===== src/rtl/riscv_soft_ctrl_pkg.sv =====
// Shared control definitions for the riscv_soft pipeline: opcodes, scoreboard entry layout
// and the instruction-field decode helpers used by the hazard unit.
package riscv_soft_ctrl_pkg;

   localparam logic [6:0] OPC_OP     = 7'b0110011;
   localparam logic [6:0] OPC_OP_IMM = 7'b0010011;
   localparam logic [6:0] OPC_LUI    = 7'b0110111;
   localparam logic [6:0] OPC_AUIPC  = 7'b0010111;
   localparam logic [6:0] OPC_JAL    = 7'b1101111;
   localparam logic [6:0] OPC_JALR   = 7'b1100111;
   localparam logic [6:0] OPC_BRANCH = 7'b1100011;
   localparam logic [6:0] OPC_LOAD   = 7'b0000011;
   localparam logic [6:0] OPC_STORE  = 7'b0100011;

   localparam int unsigned FWD_SRC_REGFILE = 32'd0;

   typedef struct packed {
      logic       valid;
      logic       wr;
      logic [4:0] rd;
      logic       is_load;
   } sb_entry_t;

   function automatic logic [6:0] dec_opcode(input logic [31:0] instr);
      return instr[6:0];
   endfunction

   function automatic logic [4:0] dec_rd(input logic [31:0] instr);
      return instr[11:7];
   endfunction

   function automatic logic [4:0] dec_rs1(input logic [31:0] instr);
      return instr[19:15];
   endfunction

   function automatic logic [4:0] dec_rs2(input logic [31:0] instr);
      return instr[24:20];
   endfunction

   function automatic logic dec_writes_rd(input logic [31:0] instr);
      case (dec_opcode(instr))
         OPC_OP, OPC_OP_IMM, OPC_LUI, OPC_AUIPC,
         OPC_JAL, OPC_JALR, OPC_LOAD:           return 1'b1;
         default:                               return 1'b0;
      endcase
   endfunction

   function automatic logic dec_reads_rs1(input logic [31:0] instr);
      case (dec_opcode(instr))
         OPC_OP, OPC_OP_IMM, OPC_JALR,
         OPC_BRANCH, OPC_LOAD, OPC_STORE:       return 1'b1;
         default:                               return 1'b0;
      endcase
   endfunction

   function automatic logic dec_reads_rs2(input logic [31:0] instr);
      case (dec_opcode(instr))
         OPC_OP, OPC_BRANCH, OPC_STORE:         return 1'b1;
         default:                               return 1'b0;
      endcase
   endfunction

   function automatic logic dec_is_mem(input logic [31:0] instr);
      case (dec_opcode(instr))
         OPC_LOAD, OPC_STORE:                   return 1'b1;
         default:                               return 1'b0;
      endcase
   endfunction

endpackage


===== src/rtl/riscv_soft_fwd_match.sv =====
// Priority matcher for one source register against the post-EX scoreboard: youngest
// matching writer selects its stage, or flags a load-use hazard if its data is not back yet.
module riscv_soft_fwd_match
   import riscv_soft_ctrl_pkg::*;
#(
   parameter int  N_POST     = 2,
   parameter int  LOAD_STAGE = 2,
   localparam int FWD_W      = $clog2(N_POST + 1)
) (
   input  logic                   used,
   input  logic [4:0]             src,
   input  sb_entry_t [N_POST:1]   entries,
   output logic [FWD_W-1:0]       sel,
   output logic                   hazard
);

   logic hit_s;
   logic ready_s;

   // Oldest-to-youngest sweep so the lowest matching stage is the last one written
   always_comb begin
      sel     = FWD_W'(FWD_SRC_REGFILE);
      hazard  = 1'b0;
      hit_s   = 1'b0;
      ready_s = 1'b0;
      for (int k = N_POST; k >= 1; k--) begin
         hit_s   = used & entries[k].valid & entries[k].wr & (entries[k].rd == src);
         ready_s = ~entries[k].is_load | (k >= LOAD_STAGE);
         sel     = hit_s ? (ready_s ? FWD_W'(k) : FWD_W'(FWD_SRC_REGFILE)) : sel;
         hazard  = hit_s ? ~ready_s : hazard;
      end
   end

endmodule


===== src/rtl/riscv_soft_hazard_unit.sv =====
// Hazard/forwarding controller: in-flight write scoreboard behind EX, operand forwarding
// selects, load-use / memory / redirect stalls, branch kill and the WB register commit.
module riscv_soft_hazard_unit
   import riscv_soft_ctrl_pkg::*;
#(
   parameter int  N_POST     = 2,
   parameter int  LOAD_STAGE = 2,
   localparam int FWD_W      = $clog2(N_POST + 1)
) (
   input  logic             clk,
   input  logic             reset,
   input  logic             inst_valid_IF,
   input  logic [31:0]      instruction_EX,
   input  logic             branch_taken_EX,
   input  logic             icache_req_ready,
   input  logic             dcache_req_ready,
   input  logic             dcache_resp_valid,
   output logic             stall_IF,
   output logic             stall_EX,
   output logic             kill_IF,
   output logic             redirect_PIF,
   output logic [FWD_W-1:0] fwd_sel_1_EX,
   output logic [FWD_W-1:0] fwd_sel_2_EX,
   output logic             dcache_req_valid,
   output logic             wr_reg_WB,
   output logic [4:0]       rd_WB
);

   sb_entry_t [N_POST:1] sb_r;
   logic                 valid_ex_r;

   sb_entry_t ex_entry_s;
   logic      use_rs1_s;
   logic      use_rs2_s;
   logic      mem_op_s;
   logic      hazard_1_s;
   logic      hazard_2_s;
   logic      load_use_s;
   logic      stall_back_s;
   logic      stall_ex_s;
   logic      kill_s;

   // Decode the EX instruction into the entry it would push; rd is kept only for real writers
   always_comb begin
      ex_entry_s.valid   = valid_ex_r;
      ex_entry_s.wr      = valid_ex_r & dec_writes_rd(instruction_EX)
                         & (dec_rd(instruction_EX) != 5'd0);
      ex_entry_s.rd      = ex_entry_s.wr ? dec_rd(instruction_EX) : 5'd0;
      ex_entry_s.is_load = valid_ex_r & (dec_opcode(instruction_EX) == OPC_LOAD);
      use_rs1_s          = valid_ex_r & dec_reads_rs1(instruction_EX);
      use_rs2_s          = valid_ex_r & dec_reads_rs2(instruction_EX);
      mem_op_s           = valid_ex_r & dec_is_mem(instruction_EX);
   end

   riscv_soft_fwd_match #(.N_POST(N_POST), .LOAD_STAGE(LOAD_STAGE)) u_match_rs1 (
      .used    (use_rs1_s),
      .src     (dec_rs1(instruction_EX)),
      .entries (sb_r),
      .sel     (fwd_sel_1_EX),
      .hazard  (hazard_1_s)
   );

   riscv_soft_fwd_match #(.N_POST(N_POST), .LOAD_STAGE(LOAD_STAGE)) u_match_rs2 (
      .used    (use_rs2_s),
      .src     (dec_rs2(instruction_EX)),
      .entries (sb_r),
      .sel     (fwd_sel_2_EX),
      .hazard  (hazard_2_s)
   );

   // Stall and redirect combine; a pending load-use stall holds a taken branch back from killing
   always_comb begin
      stall_back_s = sb_r[LOAD_STAGE].valid & sb_r[LOAD_STAGE].is_load & ~dcache_resp_valid;
      load_use_s   = hazard_1_s | hazard_2_s;
      stall_ex_s   = valid_ex_r & (stall_back_s | load_use_s
                                   | (mem_op_s & ~dcache_req_ready)
                                   | (branch_taken_EX & ~icache_req_ready));
      kill_s       = valid_ex_r & branch_taken_EX & ~stall_ex_s;
   end

   // Scoreboard shift and EX valid; a stalled back end freezes every post-EX entry
   always_ff @(posedge clk) begin
      if (reset) begin
         sb_r       <= '0;
         valid_ex_r <= 1'b0;
      end else begin
         if (!stall_back_s) begin
            sb_r[1] <= stall_ex_s ? sb_entry_t'('0) : ex_entry_s;
            for (int k = 2; k <= N_POST; k++) begin
               sb_r[k] <= sb_r[k-1];
            end
         end
         if (!stall_ex_s) begin
            valid_ex_r <= inst_valid_IF & ~kill_s;
         end
      end
   end

   // Outputs are decoded from registered state within the same cycle
   always_comb begin
      stall_EX         = stall_ex_s;
      stall_IF         = stall_ex_s;
      kill_IF          = kill_s;
      redirect_PIF     = kill_s;
      dcache_req_valid = mem_op_s & ~stall_back_s & ~load_use_s;
      wr_reg_WB        = sb_r[N_POST].valid & sb_r[N_POST].wr & ~stall_back_s;
      rd_WB            = sb_r[N_POST].rd;
   end

endmodule

===== config.mk =====
export PLATFORM = sky130hd
export DESIGN_NAME = riscv_soft_hazard_unit
export DESIGN_NICKNAME = d
export VERILOG_FILES = /design/src/rtl/riscv_soft_ctrl_pkg.sv /design/src/rtl/riscv_soft_fwd_match.sv /design/src/rtl/riscv_soft_hazard_unit.sv
export SDC_FILE = /design/constraint.sdc
export NUM_CORES = 1
export LEC_CHECK = 0
export BUFFER_PORTS_ARGS = -buffer_cell sky130_fd_sc_hd__buf_2
export CORE_MARGIN = 2
export CORE_UTILIZATION = 45
export DETAILED_ROUTE_END_ITERATION = 8
export GPL_ROUTABILITY_DRIVEN = 0
export PLACE_DENSITY = 0.79
export SLEW_MARGIN = 5
export SYNTH_ARGS = -nofsm -noshare
export SYNTH_HDL_FRONTEND = slang
export SYNTH_SLANG_ARGS = --single-unit

===== constraint.sdc =====
create_clock -name clk -period 2.9 [get_ports clk]
set_clock_uncertainty 0.05 [all_clocks]
set_input_delay 0.29 -clock clk [delete_from_list [all_inputs] [get_ports clk]]
set_output_delay 0.29 -clock clk [all_outputs]
set_load 0.02 [all_outputs]

# Word-level counts from Yosys, hierarchy flattened
# Index checks and enable logic that the tools add are counted.
# Widths: inputs -> output; s select.
[classes]
n_addsub = 0
multipliers = 0
div_mod_pow = 0
order_cmp = 0
eq_ne = 13
n_shift = 0
mux = 13
bitwise = 41
n_reduce_logical = 5
[op_table]
columns = ["operator", "count"]
rows = [
  ["$and 1x1->1", 30],
  ["$eq 7x6->1 const B", 3],
  ["$eq 7x7->1 const B", 3],
  ["$eq 5x5->1", 4],
  ["$eq 7x5->1 const B", 2],
  ["$mux 2", 4],
  ["$mux 8", 1],
  ["$eq 7x2->1 const B", 1],
  ["$mux 1", 7],
  ["$not 1->1", 7],
  ["$reduce_or 7->1", 1],
  ["$reduce_or 6->1", 1],
  ["$mux 5", 1],
  ["$reduce_bool 5->1", 1],
  ["$or 1x1->1", 4],
  ["$reduce_or 3->1", 1],
  ["$reduce_or 2->1", 1],
]
[word_totals]
ff_bits = 17
latch_bits = 0
mem_bits_rw = 0
rom_bits = 0
in_bits = 39
output_inout_bits = 15
wordCells = 81
mem_count = 0

# Depth between registers and ports, before layout
[depth]
word_depth = 17
ltp_mapped = 7
ltp_nobuf = 5

# Hierarchy
# From an unflattened synthesis, not the netlist that was laid out.
[unflattened]
cells_unflattened = 132
hier_area_um2 = 1088.5
[modules_own_cells]
columns = ["mod", "n_inst", "cells_per_inst", "area_each_um2", "seq_area_each_um2"]
rows = [
  ["riscv_soft_hazard_unit", 1, 96, 810.8, 340.3],
  ["riscv_soft_fwd_match", 2, 18, 138.9, 0.0],
]

# Worst setup path before layout
# Ideal clock, no wire load.
[synth_timing]
kind = "register to output"
startpoint = "register sb_r[5] in the netlist's numbering"
endpoint = "output port stall_IF"
arrival_time_ps = 2111
t_required_ps = 2560
setup_slack_ps = 449
stages_incl_launch_ff = 7
n_path_buf = 1
cell_sequence = "dfxtp_1 > xor2_1 > or4_4 > or4_1 > o41ai_2 > o31a_1 > buf_4"
[synth_between]
elab_chain_len = 8
elab_cells_between_ends = 11
[synth_lines]
columns = ["item", "line_no", "source"]
rows = [
  ["from (decl)", "riscv_soft_hazard_unit.sv:29", "sb_entry_t [N_POST:1] sb_r;"],
  ["from (signal, indexed assignment)", "riscv_soft_hazard_unit.sv:90", "sb_r[k] <= sb_r[k-1];"],
  ["$eq 5x5->1", "riscv_soft_fwd_match.sv:27", "hit_s = used & entries[k].valid & entries[k].wr & (entries[k].rd == src);"],
  ["$and 1x1->1", "riscv_soft_fwd_match.sv:27", ""],
  ["$mux 1", "riscv_soft_fwd_match.sv:30", "hazard = hit_s ? ~ready_s : hazard;"],
  ["$or 1x1->1 (*)", "riscv_soft_hazard_unit.sv:74", "load_use_s = hazard_1_s | hazard_2_s;"],
  ["$or 1x1->1 (*)", "riscv_soft_hazard_unit.sv:75", "stall_ex_s = valid_ex_r & (stall_back_s | load_use_s"],
  ["$or 1x1->1 (*)", "riscv_soft_hazard_unit.sv:76", "| (mem_op_s & ~dcache_req_ready)"],
  ["$or 1x1->1 (*)", "riscv_soft_hazard_unit.sv:77", "| (branch_taken_EX & ~icache_req_ready));"],
  ["$and 1x1->1 (*)", "riscv_soft_hazard_unit.sv:75", ""],
  ["to (decl)", "riscv_soft_hazard_unit.sv:18", "output logic stall_IF,"],
]
# Mark *: on every way between the ends. The rest lies on a longest branch, timed or not.

# Worst setup path in the final report
[layout_timing]
startpoint = "register sb_r[5] in the netlist's numbering"
endpoint = "output port stall_EX"
[layout_between]
elab_chain_len = 8
elab_cells_between_ends = 11
[layout_lines]
columns = ["item", "line_no", "source"]
rows = [
  ["$eq 5x5->1", "riscv_soft_fwd_match.sv:27", ""],
  ["$and 1x1->1", "riscv_soft_fwd_match.sv:27", ""],
  ["$mux 1", "riscv_soft_fwd_match.sv:30", ""],
  ["$or 1x1->1 (*)", "riscv_soft_hazard_unit.sv:74", ""],
  ["$or 1x1->1 (*)", "riscv_soft_hazard_unit.sv:75", ""],
  ["$or 1x1->1 (*)", "riscv_soft_hazard_unit.sv:76", ""],
  ["$or 1x1->1 (*)", "riscv_soft_hazard_unit.sv:77", ""],
  ["$and 1x1->1 (*)", "riscv_soft_hazard_unit.sv:75", ""],
  ["to (decl)", "riscv_soft_hazard_unit.sv:19", "output logic stall_EX,"],
]
# Marks and branches as above.

==> impl_metrics.yaml <==
run_status:
  status: "complete, no violations"
clock_network:
  ctsLongestPathBuffers: 2
  cts_tree: "yes"
  cts_resized: 0
  cts_buffers: 3
  post_cts_buffers: 0
  postCtsHoldBufs: 0
  clk_pin_slew_worst_paths_ns: 0.11
  h-tree-depth: 1
  clock_latency_ns: 0.30
  clkSinkCount: 17
  cts_root_buffer: "clkbuf_4"
synth:
  synth_fp_nets: 182
  synth_warnings: 0
  synth_area_leaders: "dfxtp_1, xnor2_1, nand2_1"
  synth.avg_cell_area_sq_um: 8.18
  postSynthCellCount: 143
  async_flop_share_pct: 0
  synth_common_cells: "nand2_1, dfxtp_1, nor2_1, xnor2_1"
  yosys_most_used_dff: "dfxtp_1"
  ys_ff_latch: 17
  yosys.area.top_type: "dfxtp_1"
  synth_top_area_share_pct: 29.1
  synth.most_common_cell: "nand2_1"
  synth-edff-count: 0
  synth_area_sq_um: 1170
  ys_seq_area_share_pct: 29.1
  ys_types: 37
drt:
  wl_um: 2790
  drt_iter0_drc: 26
  viasPerCell: 5.55
  first_pass_iters: 4
  vias: 1165
  wire_per_inst_um: 13.3
  antenna_left: 0
  drc: 0
worst_setup_path:
  ff2ff_setup_slack_ns: 0.80
  crit_type: "flip-flop to output port"
  worstPathRequired_ns: 2.56
  crit_path_end_kind: "output port"
  startpoint_type: "flip-flop"
  crit_fanout: 6
  arrival_ns: 2.39
timing:
  relSlewSlack_pct: 46.8
  fin_setup_tns_ns: 0
  layout_min_cycle_time_ns: 2.73
  rsz0062_at_grt: "no"
  worstMarginPinSlew_ns: 0.790
  report.final.hold_viol_count: 0
  hold_slack_ns: 0.164
  min_period_over_period_pct: 94.2
  setup_viol: 0
  fmax_ghz: 0.366
  final_max_slew_viol_count: 0
floorplanning:
  die_area_sq_um: 3020
  initial_utilization_pct: 47.2
  io_pins: 54
  dieHeight_um: 55.0
  num_rows: 18
  die_x_um: 55.0
  fp.coreArea_sq_um: 2480
global_routing:
  gr-usage-met1_pct: 23.6
  grt_pass1_wl_um: 4250
  use_met2_pct: 33.9
  grt_max_degree: 14
  top_usage_layer: "met2"
  gr-total-overflow: 0
  antenna_found_initial: 0
  grt_pass1_vias: 1028
  use_met3_pct: 2.96
  grtUsageTotal_pct: 19.5
place:
  dp.final_hpwl_um: 2300
  dp.cells: 206
  port_buffers: 43
power_and_ir_drop:
  power.share.clock_pct: 30.0
  combPwrFrac_pct: 15.4
  pwr-share-seq_pct: 54.6
  p_switching_mw: 0.115
  leakage_nw: 0.592
  power.total_mw: 0.436
  p_per_area_nw_per_um2: 317
  p_int_mw: 0.321
  switching_share_pct: 26.4
  vdd_drop_max_v: 0.000258
layout:
  multiInputGateArea_sq_um: 748
  fin_cells: 210
  final_nets: 220
  n_antenna_cell: 0
  regArea_sq_um: 340
  fill_cells: 243
  syn_to_final_growth_pct: 17.5
  drive_above_1_share_pct: 33.3
min_path:
  hp-class: "input port to flip-flop"
flow_run:
  drv_cap: 0
placed cells by master, fill, tap and decap left out, types with 2 or more instances in the layout:
cell,instances
a22o_2,5
nor2_1,14
o21bai_1,2
nand3_1,2
or4_1,3
a21oi_1,8
nand4_1,4
and4b_1,2
dfxtp_1,17
clkbuf_4,3
o21ai_0,4
nor3_1,3
nand2_1,23
buf_2,43
nor4_1,5
xnor2_1,12
inv_1,2
xor2_1,8
or4_4,2
worst paths after layout:
kind                      startpoint  endpoint  depth (start not counted)
setup reg to reg             sb_r[5]   sb_r[7]                          5
hold reg to reg             sb_r[14]  sb_r[14]                          2
setup / recovery             sb_r[5]  stall_EX                          6
hold / removal    instruction_EX[10]   sb_r[4]                          2
power by group through the flow:
stage | sequential (mW) | combinational (mW) | clock, mW
after floorplan | 0.242 | 0.0366 | 0
after global placement | 0.244 | 0.0642 | 0
after detailed placement | 0.244 | 0.0669 | 0
after CTS | 0.238 | 0.0673 | 0.131
after global routing | 0.239 | 0.0739 | 0.142
final | 0.238 | 0.0672 | 0.131
kinds of logic (layout without fill, tap and decap cells):
family,after synthesis,count (layout),synth area share (%)
compound gates,24,24,15.1
xor+xnor,20,20,15.0
buf+inv,12,49,6.95
flops,17,17,29.1
simple gates,70,70,33.9
layout make-up:
cell class | count | area share [%]
Clock buffer | 4 | 1.91
Multi-Input combinational cell | 114 | 54.4
Inverter | 2 | 0.546
Timing Repair Buffer | 43 | 15.7
Tap cell | 30 | 2.73
Sequential cell | 17 | 24.7
worst max-delay path, cell delays in order, from the launching register on:
cell and delay [ns]:
dfxtp_1 0.37, xor2_1 0.17, or4_4 0.55, or4_1 0.50
o41ai_2 0.13, o31a_1 0.20, buf_2 0.16
stage by stage:
step | utilization (%) | cell area [sq um] | worst slack (ns)
after floorplan | - | 1170 | 0.449
after global placement | 54.4 | 1350 | 0.491
after detailed placement | 54.4 | 1350 | 0.468
after CTS | 55.5 | 1380 | 0.167
after global routing | 55.5 | 1380 | 0.0917
final | 55.5 | 1380 | 0.167
layer usage:
| layer | vias up | wire, um |
|---|---|---|
| met5 | - | 0 |
| met4 | 0 | 48 |
| met3 | 6 | 166 |
| met2 | 37 | 1310 |
| met1 | 534 | 1260 |
| li1 | 588 | - |
state kept, by name (all words and copies together), names as in the netlist:
register	cells
rd_WB	5
sb_r	11
valid_ex_r	1
(Power assumes the default switching activity.)
